## src/rtl/input_buffer_loader.sv

```systemverilog
// input_buffer_loader: fills the input activation buffer from input SRAM, one
// SRAM line per buffer write, then presents the finished tile to the PE array
// until the consumer releases it.
//
//   state   | meaning
//   --------+------------------------------------------------------------
//   S_IDLE  | waiting for start; base address captured on start
//   S_REQ   | one-cycle SRAM read request for the current chunk
//   S_WAIT  | request outstanding; latch line data when the SRAM answers
//   S_WRITE | buffer write strobe with registered data/row/column
//   S_READY | tile complete; buffer read enabled until release
module input_buffer_loader #(
  parameter int BIN_LEN        = 16,
  parameter int INPUT_HEIGHT   = 4,
  parameter int INPUT_WIDTH    = 8,
  parameter int INPUT_SRAM_LEN = 4,
  parameter int ADDR_LEN       = 12,
  localparam int ROW_W  = (INPUT_HEIGHT > 1) ? $clog2(INPUT_HEIGHT) : 1,
  localparam int COL_W  = (INPUT_WIDTH > 1) ? $clog2(INPUT_WIDTH) : 1,
  localparam int LINE_W = BIN_LEN * INPUT_SRAM_LEN
) (
  input  logic                clock_i,
  input  logic                reset_i,
  input  logic                start_i,
  input  logic [ADDR_LEN-1:0] base_addr_i,
  input  logic                release_i,
  output logic                busy_o,
  output logic                tile_ready_o,
  output logic                done_o,
  output logic                sram_rd_req_o,
  output logic [ADDR_LEN-1:0] sram_rd_addr_o,
  input  logic                sram_rd_valid_i,
  input  logic [LINE_W-1:0]   sram_rd_data_i,
  output logic                buf_w_enable_o,
  output logic [LINE_W-1:0]   buf_in_o,
  output logic [ROW_W-1:0]    buf_r_o,
  output logic [COL_W-1:0]    buf_c_o,
  output logic                buf_r_enable_o
);

  localparam int CPR   = INPUT_WIDTH / INPUT_SRAM_LEN;
  localparam int CHK_W = (CPR > 1) ? $clog2(CPR) : 1;
  localparam logic [ROW_W-1:0] LAST_ROW   = ROW_W'(INPUT_HEIGHT - 1);
  localparam logic [CHK_W-1:0] LAST_CHUNK = CHK_W'(CPR - 1);

  typedef enum logic [2:0] {
    S_IDLE  = 3'd0,
    S_REQ   = 3'd1,
    S_WAIT  = 3'd2,
    S_WRITE = 3'd3,
    S_READY = 3'd4
  } state_e;

  state_e              state_q, state_d;
  logic [ROW_W-1:0]    row_q, row_d;
  logic [CHK_W-1:0]    chunk_q, chunk_d;
  // Tiles are fetched in row-major order, so the line address is simply
  // base + linear chunk index; a running pointer avoids the row*CPR multiply
  // and wraps modulo 2^ADDR_LEN by construction.
  logic [ADDR_LEN-1:0] addr_q, addr_d;
  logic [LINE_W-1:0]   line_q, line_d;
  logic [ROW_W-1:0]    buf_r_q, buf_r_d;
  logic [COL_W-1:0]    buf_c_q, buf_c_d;
  logic                done_q, done_d;
  logic                last_chunk;

  assign last_chunk = (row_q == LAST_ROW) && (chunk_q == LAST_CHUNK);

  // State and datapath registers with synchronous reset.
  always_ff @(posedge clock_i) begin
    if (reset_i) begin
      state_q <= S_IDLE;
      row_q   <= '0;
      chunk_q <= '0;
      addr_q  <= '0;
      line_q  <= '0;
      buf_r_q <= '0;
      buf_c_q <= '0;
      done_q  <= 1'b0;
    end else begin
      state_q <= state_d;
      row_q   <= row_d;
      chunk_q <= chunk_d;
      addr_q  <= addr_d;
      line_q  <= line_d;
      buf_r_q <= buf_r_d;
      buf_c_q <= buf_c_d;
      done_q  <= done_d;
    end
  end

  // Next-state and counter/datapath update logic.
  always_comb begin
    state_d = state_q;
    row_d   = row_q;
    chunk_d = chunk_q;
    addr_d  = addr_q;
    line_d  = line_q;
    buf_r_d = buf_r_q;
    buf_c_d = buf_c_q;
    done_d  = 1'b0;
    unique case (state_q)
      S_IDLE: begin
        if (start_i) begin
          state_d = S_REQ;
          addr_d  = base_addr_i;
          row_d   = '0;
          chunk_d = '0;
        end
      end
      S_REQ: state_d = S_WAIT;
      S_WAIT: begin
        if (sram_rd_valid_i) begin
          state_d = S_WRITE;
          line_d  = sram_rd_data_i;
          buf_r_d = row_q;
          buf_c_d = COL_W'(32'(chunk_q) * INPUT_SRAM_LEN);
        end
      end
      S_WRITE: begin
        if (last_chunk) begin
          state_d = S_READY;
          done_d  = 1'b1;
        end else begin
          state_d = S_REQ;
          addr_d  = addr_q + ADDR_LEN'(1);
          if (chunk_q == LAST_CHUNK) begin
            chunk_d = '0;
            row_d   = row_q + ROW_W'(1);
          end else begin
            chunk_d = chunk_q + CHK_W'(1);
          end
        end
      end
      S_READY: begin
        if (release_i) state_d = S_IDLE;
      end
      default: state_d = S_IDLE;
    endcase
  end

  assign busy_o         = (state_q != S_IDLE);
  assign tile_ready_o   = (state_q == S_READY);
  assign buf_r_enable_o = (state_q == S_READY);
  assign done_o         = done_q;
  assign sram_rd_req_o  = (state_q == S_REQ);
  assign sram_rd_addr_o = addr_q;
  assign buf_w_enable_o = (state_q == S_WRITE);
  assign buf_in_o       = line_q;
  assign buf_r_o        = buf_r_q;
  assign buf_c_o        = buf_c_q;

endmodule

```

## config.mk

```make
export PLATFORM = sky130hd
export DESIGN_NAME = input_buffer_loader
export DESIGN_NICKNAME = d
export VERILOG_FILES = /design/src/rtl/input_buffer_loader.sv
export SDC_FILE = /design/constraint.sdc
export NUM_CORES = 1
export LEC_CHECK = 0
export BUFFER_PORTS_ARGS = -buffer_cell sky130_fd_sc_hd__buf_2
export CORE_UTILIZATION = 42
export CTS_BUF_LIST = sky130_fd_sc_hd__clkbuf_16
export CTS_CLUSTER_DIAMETER = 30
export DETAILED_ROUTE_END_ITERATION = 6
export GPL_ROUTABILITY_DRIVEN = 0
export GPL_TIMING_DRIVEN = 0
export PLACE_DENSITY_LB_ADDON = 0.12
export SLEW_MARGIN = 40
export SYNTH_ARGS = -nofsm -noshare
export SYNTH_HDL_FRONTEND = slang
export SYNTH_SLANG_ARGS = --single-unit
```

## constraint.sdc

```tcl
create_clock -name clock_i -period 1.62 [get_ports clock_i]
set_clock_uncertainty 0.1 [all_clocks]
set_input_delay 0.162 -clock clock_i [delete_from_list [all_inputs] [get_ports clock_i]]
set_output_delay 0.162 -clock clock_i [all_outputs]
set_load 0.03 [all_outputs]
```

==> flow_summary.json, run 1 <==
{
  "peakVddDrop_v": 0.000815,
  "antenna_found_initial": 1,
  "cts.reportedPaths.clkPinSlew_ps": 70,
  "final.setup.worst_slack_ps": -65.9,
  "htreeDepth": 3,
  "cts_buffers": 9,
  "endpoint_kind": "flip-flop",
  "initial_utilization": 0.445,
  "clockBufferDepth": 2,
  "dp_hpwl_um": 6990,
  "hold_depth": 4,
  "detail-route-antenna-nets": 0,
  "synth.avg_cell_area_um2": 7.98,
  "pre_cts_slack_ps": -177,
  "crit_fanout": 9,
  "period_share": 1.04,
  "yosysTopAreaCellShare": 0.490,
  "clkPwrFrac": 0.338,
  "clockRootBuffer": "clkbuf_16",
  "met1_length_um": 4910,
  "p_leak_nw": 2.65,
  "syn-cell-area_um2": 3510,
  "max_cap_violations": 0,
  "ys_ff_latch": 86,
  "power.internal_mw": 4.16,
  "overflow": 0,
  "rows": 32,
  "totalWireLength_um": 11700,
  "violations": "setup timing",
  "port-buffer-count": 165,
  "slew_headroom": 0.571,
  "dr.pass1.iters": 7,
  "cts_tree": "built",
  "final_cell_mix": "buf_2, nand2_1, a21oi_1",
  "setup_viol": 12,
  "drc_errors": 0,
  "critical_path_class": "reg2reg",
  "max_freq_mhz": 593,
  "utilization": 0.745,
  "arrival_ps": 1830,
  "viasPerCell": 5.11,
  "wl_met2_um": 5670,
  "track_usage": 0.257,
  "period_minus_slack_ps": 1690,
  "core-area_um2": 7890,
  "synth_edf_count": 0,
  "syn_to_final_growth_pct": 67.3,
  "hold_viol_final": 0,
  "fin_nets": 790,
  "rsz0062_at_grt": "yes",
  "required_ps": 1770,
  "top_layer": "met5",
  "hp-class": "in2reg",
  "swShare": 0.315,
  "drt_iter0_drc": 212,
  "routedWlPerCell_um": 14.4,
  "grt_pass1_wl_um": 17700,
  "worst_skew_pair.late_latency_ps": 330,
  "die_area_um2": 8730,
  "async_flop_share": 0,
  "drive_gt1_frac": 0.372,
  "netlist_instances": 440,
  "dieWidth_um": 93.4,
  "power_frac_seq": 0.395,
  "status": "finished with violations",
  "synth.distinct_cells": 45,
  "tightest_slew_ps": 644,
  "yosys-top-cells-area": "dfxtp_1, nand2_1, a21oi_1, clkbuf_1, o31ai_1",
  "antennaDiodeCount": 0,
  "yosysSeqAreaShare": 0.490,
  "ys_warn_count": 0,
  "crit_path_start_kind": "flip-flop",
  "final_common_cell": "buf_2",
  "num_vias": 4159,
  "cts.sinks": 86,
  "grt_pass1_vias": 3899,
  "synth_top_flop_cell": "dfxtp_1",
  "drv_slew": 0,
  "die_y_um": 93.4,
  "r2r_cells": 6,
  "grt_max_degree": 16,
  "p_switching_mw": 1.92,
  "yosysTopAreaCell": "dfxtp_1",
  "boundaryPins": 168,
  "wl_met3_um": 956,
  "power.share.combinational": 0.267,
  "p_per_area_nw_per_um2": 1030
}
## worst max-delay path, cell delays in order (launching register included)
cell     delay (ps)
dfxtp_2         360
buf_6           150
buf_4           130
a31oi_4         150
buf_6           190
or3_1           340
a31oi_1         180
## synth_stat cells (4+ instances only)
cell type,number
o31ai_1,7
inv_1,5
dfxtp_1,86
or3_1,6
o21ai_0,4
nand2_1,148
clkbuf_1,21
nor2_1,7
a21oi_1,81
a211o_1,6
buf_2,8
buf_4,4
## power by group through the flow
stage	sequential (mW)	clock, mW	combinational [mW]
global route	2.42	2.19	1.74
CTS	2.39	2.09	1.49
detailed placement	2.43	0	1.24
global placement	2.43	0	1.22
finish	2.40	2.05	1.62
floorplan	2.69	0	0.578
## kinds of logic after synthesis
logic type               Yosys count  share of synthesized area
AND/OR/NAND/NOR                  193                      0.247
AO/OA/AOI/OAI                    114                      0.193
flip-flops                        86                      0.490
buffers and inverters             43                     0.0595
adder cells (fa/ha/maj)            2                    0.00713
XOR/XNOR                           1                    0.00250
other                              1                    0.00107
## layout make-up
class / count / area [um^2]
plain buffers: 36 / 278
clock buffers: 9 / 225
clock inverters: 7 / 72.6
fillers: 581 / 2010
inverters: 6 / 25.0
multi-input cells: 312 / 1700
flip-flops and latches: 86 / 1740
well taps: 102 / 128
repair buffers: 256 / 1710
## state kept, by name, summed over array words and instances (netlist names)
| register | cells |
|---|---|
| buf_c_o | 1 |
| done_o | 1 |
| buf_r_o | 2 |
| buf_in_o | 64 |
| state_q | 3 |
| chunk_q | 1 |
| row_q | 2 |
| sram_rd_addr_o | 12 |
## through the flow
| stage | cells | hold slack, ps | TNS [ps] | cell area [um^2] | power [mW] |
|---|---|---|---|---|---|
| 2_1_floorplan | 441 | 152 | 0 | 3540 | 3.27 |
| 3_3_place_gp | 708 | 303 | -4280 | 4490 | 3.65 |
| 3_5_place_dp | 708 | 308 | -5730 | 4490 | 3.67 |
| 4_1_cts | 803 | 28.7 | -217 | 5680 | 5.98 |
| 5_1_grt | 814 | 46.4 | -1220 | 5870 | 6.35 |
| 6_report | 814 | 59.3 | -445 | 5870 | 6.07 |
## final timing paths
check | from | end | slack (ps)
worst min register to register | buf_in_o[40]$_SDFFE_PP0P_ | buf_in_o[40]$_SDFFE_PP0P_ | 350
worst max register to register | state_q[1]$_SDFFE_PP0P_ | sram_rd_addr_o[0]$_SDFFE_PP0P_ | -70
worst min-delay path | release_i | state_q[2]$_SDFFE_PP0P_ | 60
worst max-delay path | state_q[1]$_SDFFE_PP0P_ | sram_rd_addr_o[0]$_SDFFE_PP0P_ | -70
## routing by layer
layer / up-vias / track usage
met5: - / 0
met4: 2 / 0.0718
met3: 20 / 0.0780
met2: 204 / 0.446
met1: 1907 / 0.304
li1: 2026 / -
## timing repair
action	4_1_cts	5_1_grt
hold endpoints to repair	66	0
pin swaps	2	11
cloned	0	2
setup buffers	13	10
resized for setup	38	48
hold buffers	66	0
endpoints found under the setup margin	81	64
Note: power is estimated with default switching activity, not from simulation.
==> inputs of run 2 (changes only) <==
==> constraint.sdc (replaced) <==
create_clock -name clock_i -period 1.62 [get_ports clock_i]
set_clock_uncertainty 0.1 [all_clocks]
set_input_delay 0.081 -clock clock_i [delete_from_list [all_inputs] [get_ports clock_i]]
set_output_delay 0.081 -clock clock_i [all_outputs]
set_load 0.03 [all_outputs]
==> run 2 against run 1 <==
- the run still ends with setup timing left
- worst setup slack better by 23 ps
- register-to-register slack better by 20 ps
- sequential power barely moved
==> flow_summary.json, run 2 (synthesis gave the netlist of run 1 again) <==
{
  "clkPwrFrac": 0.336,
  "num_vias": 4147,
  "cts_tree": "built",
  "viasPerCell": 5.07,
  "grt_max_degree": 16,
  "swShare": 0.312,
  "peakVddDrop_v": 0.000760,
  "nFillCells": 589,
  "htreeDepth": 3,
  "regToRegStartpoint": "row_q[0]$_SDFFE_PP0P_",
  "dr.pass1.iters": 4,
  "fin_nets": 794,
  "period_minus_slack_ps": 1660,
  "antennaDiodeCount": 0,
  "track_usage": 0.257,
  "endpoint_kind": "flip-flop",
  "cts.sinks": 86,
  "largest_register_ffs": 64,
  "final_cell_mix": "buf_2, nand2_1, dfxtp_1",
  "grt_pass1_wl_um": 17800,
  "max_cap_violations": 0,
  "boundaryPins": 168,
  "cts_buffers": 9,
  "clockBufferDepth": 2,
  "arrival_ps": 1810,
  "critical_path_class": "reg2reg",
  "die_y_um": 93.4,
  "port-buffer-count": 165,
  "power.share.combinational": 0.268,
  "clockRootBuffer": "clkbuf_16",
  "drv_slew": 0,
  "overflow": 0,
  "routedWlPerCell_um": 14.2,
  "violations": "setup timing",
  "period_share": 1.03,
  "dieWidth_um": 93.4,
  "hold_viol_final": 0,
  "die_area_um2": 8730,
  "p_switching_mw": 1.90,
  "final_common_cell": "buf_2",
  "initial_utilization": 0.445,
  "dp_hpwl_um": 6990,
  "syn_to_final_growth_pct": 67.6,
  "core-area_um2": 7890,
  "grt_pass1_vias": 3952,
  "r2r_setup_slack_ps": -40,
  "drive_gt1_frac": 0.370,
  "slew_headroom": 0.573,
  "hp-class": "in2reg",
  "required_ps": 1770,
  "detail-route-antenna-nets": 0,
  "tightest_slew_ps": 641,
  "crit_path_start_kind": "flip-flop",
  "crit_fanout": 9,
  "rsz0062_at_grt": "yes",
  "post-place-cells": 708,
  "finalPower_mw": 6.07,
  "status": "finished with violations",
  "power.internal_mw": 4.17,
  "totalWireLength_um": 11600,
  "worst_skew_pair.late_latency_ps": 330,
  "max_freq_mhz": 601,
  "p_per_area_nw_per_um2": 1030,
  "power_frac_seq": 0.396,
  "fin_cells": 818,
  "setup_viol": 8,
  "drt_iter0_drc": 240,
  "rows": 32,
  "antenna_found_initial": 1,
  "final.setup.worst_slack_ps": -42.6,
  "crit_path_end": "row_q[0]$_SDFFE_PP0P_",
  "r2r_cells": 5,
  "p_leak_nw": 2.65,
  "cts.reportedPaths.clkPinSlew_ps": 60,
  "crit_start": "row_q[0]$_SDFFE_PP0P_",
  "drc_errors": 0,
  "rr_endpoint": "row_q[0]$_SDFFE_PP0P_"
}
run 2: cell count changes in the layout (fill, tap and decap cells not counted), sizes merged:
cell,delta
dlygate4sd3,+4
buf,+1
clkbuf,-1
run 2: worst max-delay path, stage by stage (launching register included):
cell     delay, ps
dfxtp_4        350
ha_2           180
nand2_2        100
a31oi_4        150
or4_1          550
a21oi_2        160
run 2: layout make-up:
cell class	count	area [um^2]	area share
clock inverters	7	72.6	0.0123
plain buffers	36	272	0.0461
inverters	6	25.0	0.00425
repair buffers	260	1730	0.295
flip-flops and latches	86	1740	0.296
clock buffers	9	225	0.0383
well taps	102	128	0.0217
multi-input cells	312	1690	0.286
run 2: through the flow:
stage,worst slack [ps],cell area [um^2],setup TNS (ps),hold slack (ps),utilization
6_report,-42.6,5880,-188,10.5,0.746
5_1_grt,-94.9,5880,-855,18.9,0.746
4_1_cts,-24.1,5710,-25.8,0.522,0.724
3_5_place_dp,-177,4490,-5610,227,0.569
3_3_place_gp,-153,4490,-4170,222,0.569
2_1_floorplan,12.3,3540,0,71.0,-
run 2: layer usage:
layer / GRT usage / vias up / wire length, um
met5: 0 / - / 18
met4: 0.0718 / 2 / 194
met3: 0.0748 / 24 / 975
met2: 0.451 / 184 / 5610
met1: 0.304 / 1900 / 4830
li1: - / 2037 / -
run 2: power groups by stage:
stage / combinational, mW / clock [mW] / sequential [mW]
finish: 1.63 / 2.04 / 2.40
floorplan: 0.578 / 0 / 2.69
detailed placement: 1.24 / 0 / 2.43
CTS: 1.50 / 2.09 / 2.39
global route: 1.75 / 2.18 / 2.42
global placement: 1.22 / 0 / 2.43
run 2: repair_timing:
item | 4_1_cts | 5_1_grt
pin swaps | 2 | 9
resized for setup | 35 | 44
hold buffers | 70 | 0
setup endpoints to repair | 81 | 64
cloned | 0 | 3
hold endpoints to repair | 70 | 0
buffers inserted | 13 | 9
run 2: worst min-delay path by stage:
stage	start	endpoint	slack, ps	cells after the start
after CTS	base_addr_i[9]	sram_rd_addr_o[9]$_SDFFE_PP0P_	0.5	4
after global placement	sram_rd_data_i[52]	buf_in_o[52]$_SDFFE_PP0P_	220	3
final	base_addr_i[9]	sram_rd_addr_o[9]$_SDFFE_PP0P_	10	4
after detailed placement	sram_rd_data_i[0]	buf_in_o[0]$_SDFFE_PP0P_	230	3
after floorplan	reset_i	state_q[0]$_SDFFE_PP0P_	70	1
after global routing	base_addr_i[3]	sram_rd_addr_o[3]$_SDFFE_PP0P_	20	4
